===== src/rtl/dma_pkg.sv =====
// -----------------------------------------------------------------------------
// dma_pkg
//   Shared types and constants for the DMA read/write request generators.
//   - t_rd_req_state   : read-request generator FSM encoding
//   - t_dma_descriptor : descriptor layout (source line address + length)
//   - DMA_LINE_BYTES   : bytes per data beat (addresses are line-aligned)
//   - DMA_PAGE_BYTES   : 4KB page size used by the optional burst split
// -----------------------------------------------------------------------------
package dma_pkg;

   localparam int DMA_ADDR_W      = 64;
   localparam int DMA_LEN_W       = 32;
   localparam int DMA_LINE_BYTES  = 64;
   localparam int DMA_PAGE_BYTES  = 4096;
   localparam int DMA_PAGE_OFFS_W = 12;

   typedef enum logic [1:0] {
      RD_IDLE  = 2'd0,
      RD_ISSUE = 2'd1,
      RD_DRAIN = 2'd2
   } t_rd_req_state;

   typedef struct packed {
      logic [DMA_ADDR_W-1:0] src_addr;
      logic [DMA_LEN_W-1:0]  len;
   } t_dma_descriptor;

endpackage


===== src/rtl/dma_credit_counter.sv =====
// -----------------------------------------------------------------------------
// dma_credit_counter
//   Up/down saturating counter used as an outstanding-burst credit pool.
//   Shared by the read- and write-side request generators.
//   A simultaneous inc and dec nets to zero. A dec while empty and an inc
//   while full (without a paired dec) are ignored.
// Ports
//   clk      in   clock
//   reset_n  in   async active-low reset, loads INIT
//   inc      in   return one credit
//   dec      in   consume one credit
//   count    out  current credit count
//   empty    out  count == 0
//   full     out  count == MAX
// -----------------------------------------------------------------------------
module dma_credit_counter #(
   parameter int MAX   = 32,
   parameter int INIT  = MAX,
   parameter int CNT_W = $clog2(MAX + 1)
) (
   input  logic             clk,
   input  logic             reset_n,
   input  logic             inc,
   input  logic             dec,
   output logic [CNT_W-1:0] count,
   output logic             empty,
   output logic             full
);

   logic inc_en;
   logic dec_en;

   assign empty  = (count == '0);
   assign full   = (count == CNT_W'(MAX));
   assign dec_en = dec && !empty;
   // An inc at full is only legal when the same cycle consumes a credit.
   assign inc_en = inc && (!full || dec_en);

   always_ff @(posedge clk or negedge reset_n) begin
      if (!reset_n) begin
         count <= CNT_W'(INIT);
      end else if (inc_en && !dec_en) begin
         count <= count + CNT_W'(1);
      end else if (dec_en && !inc_en) begin
         count <= count - CNT_W'(1);
      end
   end

endmodule


===== src/rtl/dma_rd_req_gen.sv =====
// -----------------------------------------------------------------------------
// dma_rd_req_gen
//   Read-request generator for the host->DDR copy path. Pops one descriptor
//   from the descriptor FIFO, splits it into AXI-MM AR bursts and meters them
//   against an outstanding-burst credit pool. Pulses done once every issued
//   burst has returned its last read beat.
//
// Configuration
//   DMA_RD_REQ_4K_SPLIT_EN : when defined, a burst is also capped at the lines
//   left before the next 4KB boundary, so no burst crosses a 4KB page. When
//   undefined, bursts are limited only by MAX_BURST and the remaining length.
//   The split assumes LINE_BYTES < 4096.
//
// Ports
//   clk, reset_n   clock, async active-low reset
//   desc_valid     descriptor FIFO not empty
//   desc_src_addr  source byte address (line-aligned)
//   desc_len       transfer length in lines
//   desc_rdack     one-cycle dequeue pulse to the descriptor FIFO
//   arvalid/arready/araddr/arlen/arid   AR channel (arlen = beats-1)
//   rlast_ack      rvalid & rready & rlast from the data path
//   busy           descriptor in progress
//   done           one-cycle completion pulse
// -----------------------------------------------------------------------------
module dma_rd_req_gen
   import dma_pkg::*;
#(
   parameter int ADDR_W          = DMA_ADDR_W,
   parameter int LEN_W           = DMA_LEN_W,
   parameter int LINE_BYTES      = DMA_LINE_BYTES,
   parameter int BURST_W         = 8,
   parameter int MAX_BURST       = 64,
   parameter int MAX_OUTSTANDING = 32,
   parameter int ID_W            = 4
) (
   input  logic               clk,
   input  logic               reset_n,
   input  logic               desc_valid,
   input  logic [ADDR_W-1:0]  desc_src_addr,
   input  logic [LEN_W-1:0]   desc_len,
   output logic               desc_rdack,
   output logic               arvalid,
   input  logic               arready,
   output logic [ADDR_W-1:0]  araddr,
   output logic [BURST_W-1:0] arlen,
   output logic [ID_W-1:0]    arid,
   input  logic               rlast_ack,
   output logic               busy,
   output logic               done
);

   localparam int LINE_SHIFT = $clog2(LINE_BYTES);
   localparam int CNT_W      = $clog2(MAX_OUTSTANDING + 1);

   t_rd_req_state state_q;
   t_rd_req_state state_d;

   logic [ADDR_W-1:0]  addr_q;
   logic [LEN_W-1:0]   remain_q;
   logic [ID_W-1:0]    arid_q;
   logic [BURST_W-1:0] arlen_p0;
   logic               vld_p0;

   logic [LEN_W-1:0]   cap_lines;
   logic [LEN_W-1:0]   beats_calc;
   logic [LEN_W-1:0]   beats;
   logic               ar_hs;

   logic [CNT_W-1:0]   cr_count;
   logic               cr_empty;
   logic               cr_full;

   // ---- stage p0: size of the next burst, computed from registered state ----
   always_comb begin
      cap_lines = LEN_W'(MAX_BURST);
`ifdef DMA_RD_REQ_4K_SPLIT_EN
      // Lines left in the current 4KB page; never 0 for a line-aligned address.
      if ((LEN_W'(DMA_PAGE_BYTES / LINE_BYTES) -
           LEN_W'(addr_q[DMA_PAGE_OFFS_W-1:LINE_SHIFT])) < cap_lines) begin
         cap_lines = LEN_W'(DMA_PAGE_BYTES / LINE_BYTES) -
                     LEN_W'(addr_q[DMA_PAGE_OFFS_W-1:LINE_SHIFT]);
      end
`endif
      beats_calc = (remain_q < cap_lines) ? remain_q : cap_lines;
   end

   assign beats  = LEN_W'(arlen_p0) + LEN_W'(1);
   assign ar_hs  = arvalid && arready;
   assign araddr = addr_q;
   assign arlen  = arlen_p0;
   assign arid   = arid_q;

   dma_credit_counter #(
      .MAX   (MAX_OUTSTANDING),
      .INIT  (MAX_OUTSTANDING),
      .CNT_W (CNT_W)
   ) u_credits (
      .clk     (clk),
      .reset_n (reset_n),
      .inc     (rlast_ack),
      .dec     (ar_hs),
      .count   (cr_count),
      .empty   (cr_empty),
      .full    (cr_full)
   );

   // ---- FSM state register ----
   always_ff @(posedge clk or negedge reset_n) begin
      if (!reset_n) begin
         state_q <= RD_IDLE;
      end else begin
         state_q <= state_d;
      end
   end

   // ---- FSM next state ----
   always_comb begin
      state_d = state_q;
      case (state_q)
         RD_IDLE: begin
            if (desc_valid) begin
               state_d = (desc_len == '0) ? RD_DRAIN : RD_ISSUE;
            end
         end
         RD_ISSUE: begin
            if (ar_hs && (remain_q == beats)) begin
               state_d = RD_DRAIN;
            end
         end
         RD_DRAIN: begin
            if (cr_full) begin
               state_d = RD_IDLE;
            end
         end
         default: state_d = RD_IDLE;
      endcase
   end

   // ---- FSM outputs ----
   // arvalid depends only on registered state, so it cannot react to arready
   // in the same cycle; once raised it holds until the handshake because
   // credits only drop on that handshake.
   always_comb begin
      desc_rdack = 1'b0;
      arvalid    = 1'b0;
      done       = 1'b0;
      busy       = 1'b0;
      case (state_q)
         RD_IDLE:  desc_rdack = desc_valid;
         RD_ISSUE: begin
            arvalid = vld_p0 && !cr_empty;
            busy    = 1'b1;
         end
         RD_DRAIN: begin
            done = cr_full;
            busy = !cr_full;
         end
         default: ;
      endcase
   end

   // ---- stage p0 -> AR: descriptor latch, burst sizing and address walk ----
   always_ff @(posedge clk or negedge reset_n) begin
      if (!reset_n) begin
         addr_q   <= '0;
         remain_q <= '0;
         arid_q   <= '0;
         arlen_p0 <= '0;
         vld_p0   <= 1'b0;
      end else begin
         case (state_q)
            RD_IDLE: begin
               vld_p0 <= 1'b0;
               if (desc_valid) begin
                  addr_q   <= desc_src_addr;
                  remain_q <= desc_len;
               end
            end
            RD_ISSUE: begin
               if (ar_hs) begin
                  // Address wraps at 2**ADDR_W; beats <= remain_q by construction.
                  addr_q   <= addr_q + (ADDR_W'(beats) << LINE_SHIFT);
                  remain_q <= remain_q - beats;
                  arid_q   <= arid_q + ID_W'(1);
                  vld_p0   <= 1'b0;
               end else if (!vld_p0) begin
                  arlen_p0 <= BURST_W'(beats_calc - LEN_W'(1));
                  vld_p0   <= 1'b1;
               end
            end
            default: vld_p0 <= 1'b0;
         endcase
      end
   end

`ifndef SYNTHESIS
   // A returned burst with the pool already full means the data path saw more
   // rlast beats than bursts issued; the counter ignores it.
   a_credit_overflow: assert property (@(posedge clk) disable iff (!reset_n)
      !(rlast_ack && (cr_count == CNT_W'(MAX_OUTSTANDING)) && !ar_hs));
`endif

endmodule

===== config.mk =====
export PLATFORM = sky130hd
export DESIGN_NAME = dma_rd_req_gen
export DESIGN_NICKNAME = d
export VERILOG_FILES = /design/src/rtl/dma_pkg.sv /design/src/rtl/dma_credit_counter.sv /design/src/rtl/dma_rd_req_gen.sv
export SDC_FILE = /design/constraint.sdc
export NUM_CORES = 1
export LEC_CHECK = 0
export ABC_AREA = 1
export ABC_CLOCK_PERIOD_IN_PS = 4500
export CAP_MARGIN = 40
export CORE_ASPECT_RATIO = 1.5
export CORE_UTILIZATION = 37
export DETAILED_ROUTE_END_ITERATION = 8
export SLEW_MARGIN = 20
export SYNTH_ARGS = -nofsm -noshare
export SYNTH_HDL_FRONTEND = slang
export SYNTH_SLANG_ARGS = --single-unit

===== constraint.sdc =====
create_clock -name clk -period 4.5 [get_ports clk]
set_input_delay 0.9 -clock clk [delete_from_list [all_inputs] [get_ports clk]]
set_output_delay 0.9 -clock clk [all_outputs]
set_load 0.05 [all_outputs]

==> impl_metrics.yaml <==
synth:
  synthTopCellsByArea: "dfrtp_1 (29%), nand2_1 (24%), nor2_1 (10%), nand3_1 (9.1%), inv_1 (7.4%)"
  synthDominantCellAreaShare_pct: 29.1
  synth_common_cells: "nand2_1 (651), nor2_1 (272), inv_1 (197)"
  ys_seq_area_share_pct: 29.3
  synth_edf_count: 0
  ys_types: 41
  synthCells: 1702
  ys.flop_type: "dfrtp_1"
  synth_area_um2: 9990
  yosysMostFrequentCell: "nand2_1"
  synth_top_family_by_area: "simple AND/OR/NAND/NOR gates"
  synth_area_per_cell_um2: 5.87
  synthXorXnorAreaFrac_pct: 1.75
  synth_simple_gate_area_share_pct: 49.5
  synth_top_area_cell: "dfrtp_1"
  yosysWarnings: 0
  synth_fa_ha_area_share_pct: 4.36
  async_reset_ff_share_pct: 100
  yosys_register_bits: 117
  synth_nets: 1836
  synthMuxAreaShare_pct: 0.113
  synth_compound_area_share_pct: 5.44
grt:
  grt_antenna_before_repair: 0
  grt_use_total_pct: 27.3
  grt_pass1_wl_um: 57400
  grt_pass1_vias: 11000
  grt_max_degree: 62
  grt_overflow: 0
placed_design:
  post-place-ws_ns: 1.31
  placedCellCount: 2185
  dp_hpwl_um: 28600
  place.gp.congestion: 0.946
  dpl-instance-area_um2: 12100
  numPortBuffers: 180
clock_network:
  numClockSinks: 117
  clockRootBuffer: "clkbuf_16"
  clock_latency_ns: 0.44
  post-cts-setup-buffer-count: 0
  cts_tree: "yes"
  post_cts_resized: 0
  cts.reportedPaths.clkPinSlew_ns: 0.06
  cts_buffers: 17
  clockBufferDepth: 2
  cts-hold-fix-buffers: 0
  htreeDepth: 4
drt:
  via_per_inst: 5.04
  post_drt_wl_per_cell_um: 16.4
  firstDrtPassIters: 5
  vias: 11200
  drc: 0
  wl_um: 36300
  ant_nets: 0
  dr.first_iter.drc_count: 503
layout:
  drive_gt1_share_pct: 3.19
  multi_input_area_um2: 6120
  utilization_pct: 48.2
  fillerInstances: 2837
  final_cells: 2218
  area_delta_synth_final_pct: 27.9
  nNetsFinal: 2002
  stdcell_area_um2: 12800
  register_area_um2: 2930
  n_antenna_cell: 0
job:
  cap_viol_max_count: 0
sta:
  finalCritPeriodShare_pct: 76.0
  fin_tns_setup_ns: 0
  worstMarginPinSlew_ns: 0.789
  max_freq_ghz: 0.292
  fin_skew_ns: 0.0112
  setup_ws_ns: 1.08
  final_hold_viol_count: 0
  slew_headroom_pct: 47.4
  rsz0062_at_grt: "false"
  setup_viol: 0
  fin_crit_ns: 3.42
  maxSlewViolCount: 0
die:
  die_area_um2: 27700
  start_util_pct: 37.7
  coreArea_um2: 26500
  die_h_um: 203
  die_x_um: 136
  rows: 73
  ios: 181
pwr:
  vdd_drop_max_mv: 0.489
  internal_power_w: 0.00474
  swShare_pct: 54.9
  power_density_nw_per_um2: 822
  power_frac_clock_pct: 15.0
  p_sw_w: 0.00577
  p_seq_share_pct: 22.7
  power.leakage_nw: 6.20
  combPwrFrac_pct: 62.4
worst_setup_path:
  cp.arrival_ns: 2.52
  cp-end-kind: "output pin"
  r2r_slack_ns: 1.38
  required_ns: 3.60
  worstSetupStartpoint: "state_q[1]"
  regToRegStartpoint: "arlen[2]"
  crit_path_max_fanout: 36
  critPathLaunchType: "register"
  crit_type: "register to output pin"
outcome:
  status: "completed"
hold_path:
  hp-class: "input pin to asynchronous set/reset pin"
-- logic make-up (layout without fill, tap and decap cells) --
| logic type | count (synthesis) | after routing |
|---|---|---|
| AO/OA/AOI/OAI | 99 | 99 |
| AND/OR/NAND/NOR | 1191 | 1191 |
| flip-flops | 117 | 117 |
| buffers and inverters | 241 | 420 |
| multiplexers | 1 | 1 |
| adder cells (fa/ha/maj) | 33 | 33 |
| XOR/XNOR | 20 | 20 |
-- registers in the layout (all words and copies together) (netlist names) --
signal and cells:
state_q 2, arid 4, araddr 64, remain_q 32, vld_p0 1, u_credits.count 6
arlen 8
-- placed cells by master, fill, tap and decap left out, types with 4 or more instances in the layout --
| master | count |
|---|---|
| buf_4 | 7 |
| a21oi_1 | 31 |
| xnor2_1 | 9 |
| clkdlybuf4s50_1 | 179 |
| o21ai_0 | 39 |
| bufinv_16 | 5 |
| nand3b_1 | 20 |
| nand2_1 | 651 |
| nand4_1 | 33 |
| xor2_1 | 11 |
| o211ai_1 | 6 |
| or2_2 | 5 |
| ha_1 | 29 |
| dfrtp_1 | 116 |
| clkbuf_16 | 17 |
| nor3_1 | 14 |
| nor2_1 | 272 |
| o21ai_1 | 11 |
| clkbuf_8 | 4 |
| nor2_2 | 4 |
| nand3_1 | 182 |
| inv_1 | 197 |
-- worst max-delay path, cell delays in order, from the launching register on --
cell	delay, ns
dfrtp_1	0.40
inv_1	0.15
ha_4	0.44
nand3_1	0.16
inv_2	0.11
clkdlybuf4s50_1	0.81
-- final cells by class --
class                           instances  share of cell area [%]
Multi-Input combinational cell       1344                    47.9
Sequential cell                       117                    22.9
Timing Repair Buffer                  188                    14.8
Inverter                              200                    5.88
Clock buffer                           24                    3.85
Tap cell                              337                    3.30
Clock inverter                          8                    1.32
-- worst paths after layout --
check | end | cells past startpoint
min reg2reg | arid[3] | 1
max reg2reg | araddr[50] | 18
max in group asynchronous | araddr[30] | 2
max | arvalid | 5
min in group clk | arid[3] | 1
min | araddr[54] | 1
-- layer usage --
layer | vias to the layer above | track usage [%] | routed length, µm | share of wire (%)
met5 | - | 0 | 0 | 0
met3 | 74 | 3.73 | 1350 | 3.7
met2 | 287 | 50.7 | 19200 | 53
met4 | 0 | 15.4 | 1940 | 5.3
met1 | 5119 | 28.9 | 13800 | 38
li1 | 5691 | - | - | -
-- per-stage QoR --
| stage | hold WS (ns) | power, W |
|---|---|---|
| 3_5_place_dp | 0.462 | 0.00896 |
| 3_3_place_gp | 0.459 | 0.00887 |
| 5_1_grt | 0.284 | 0.0114 |
| 6_report | 0.289 | 0.0105 |
| 2_1_floorplan | 0.460 | 0.00689 |
| 4_1_cts | 0.476 | 0.0106 |
-- power by group through the flow --
stage,sequential (W),combinational (W),clock (W)
5_1_grt,0.00247,0.00733,0.00163
6_report,0.00238,0.00655,0.00157
3_3_place_gp,0.00239,0.00648,0
2_1_floorplan,0.00319,0.00370,0
4_1_cts,0.00238,0.00659,0.00159
3_5_place_dp,0.00239,0.00657,0
Note: power is estimated with default switching activity, not from simulation.
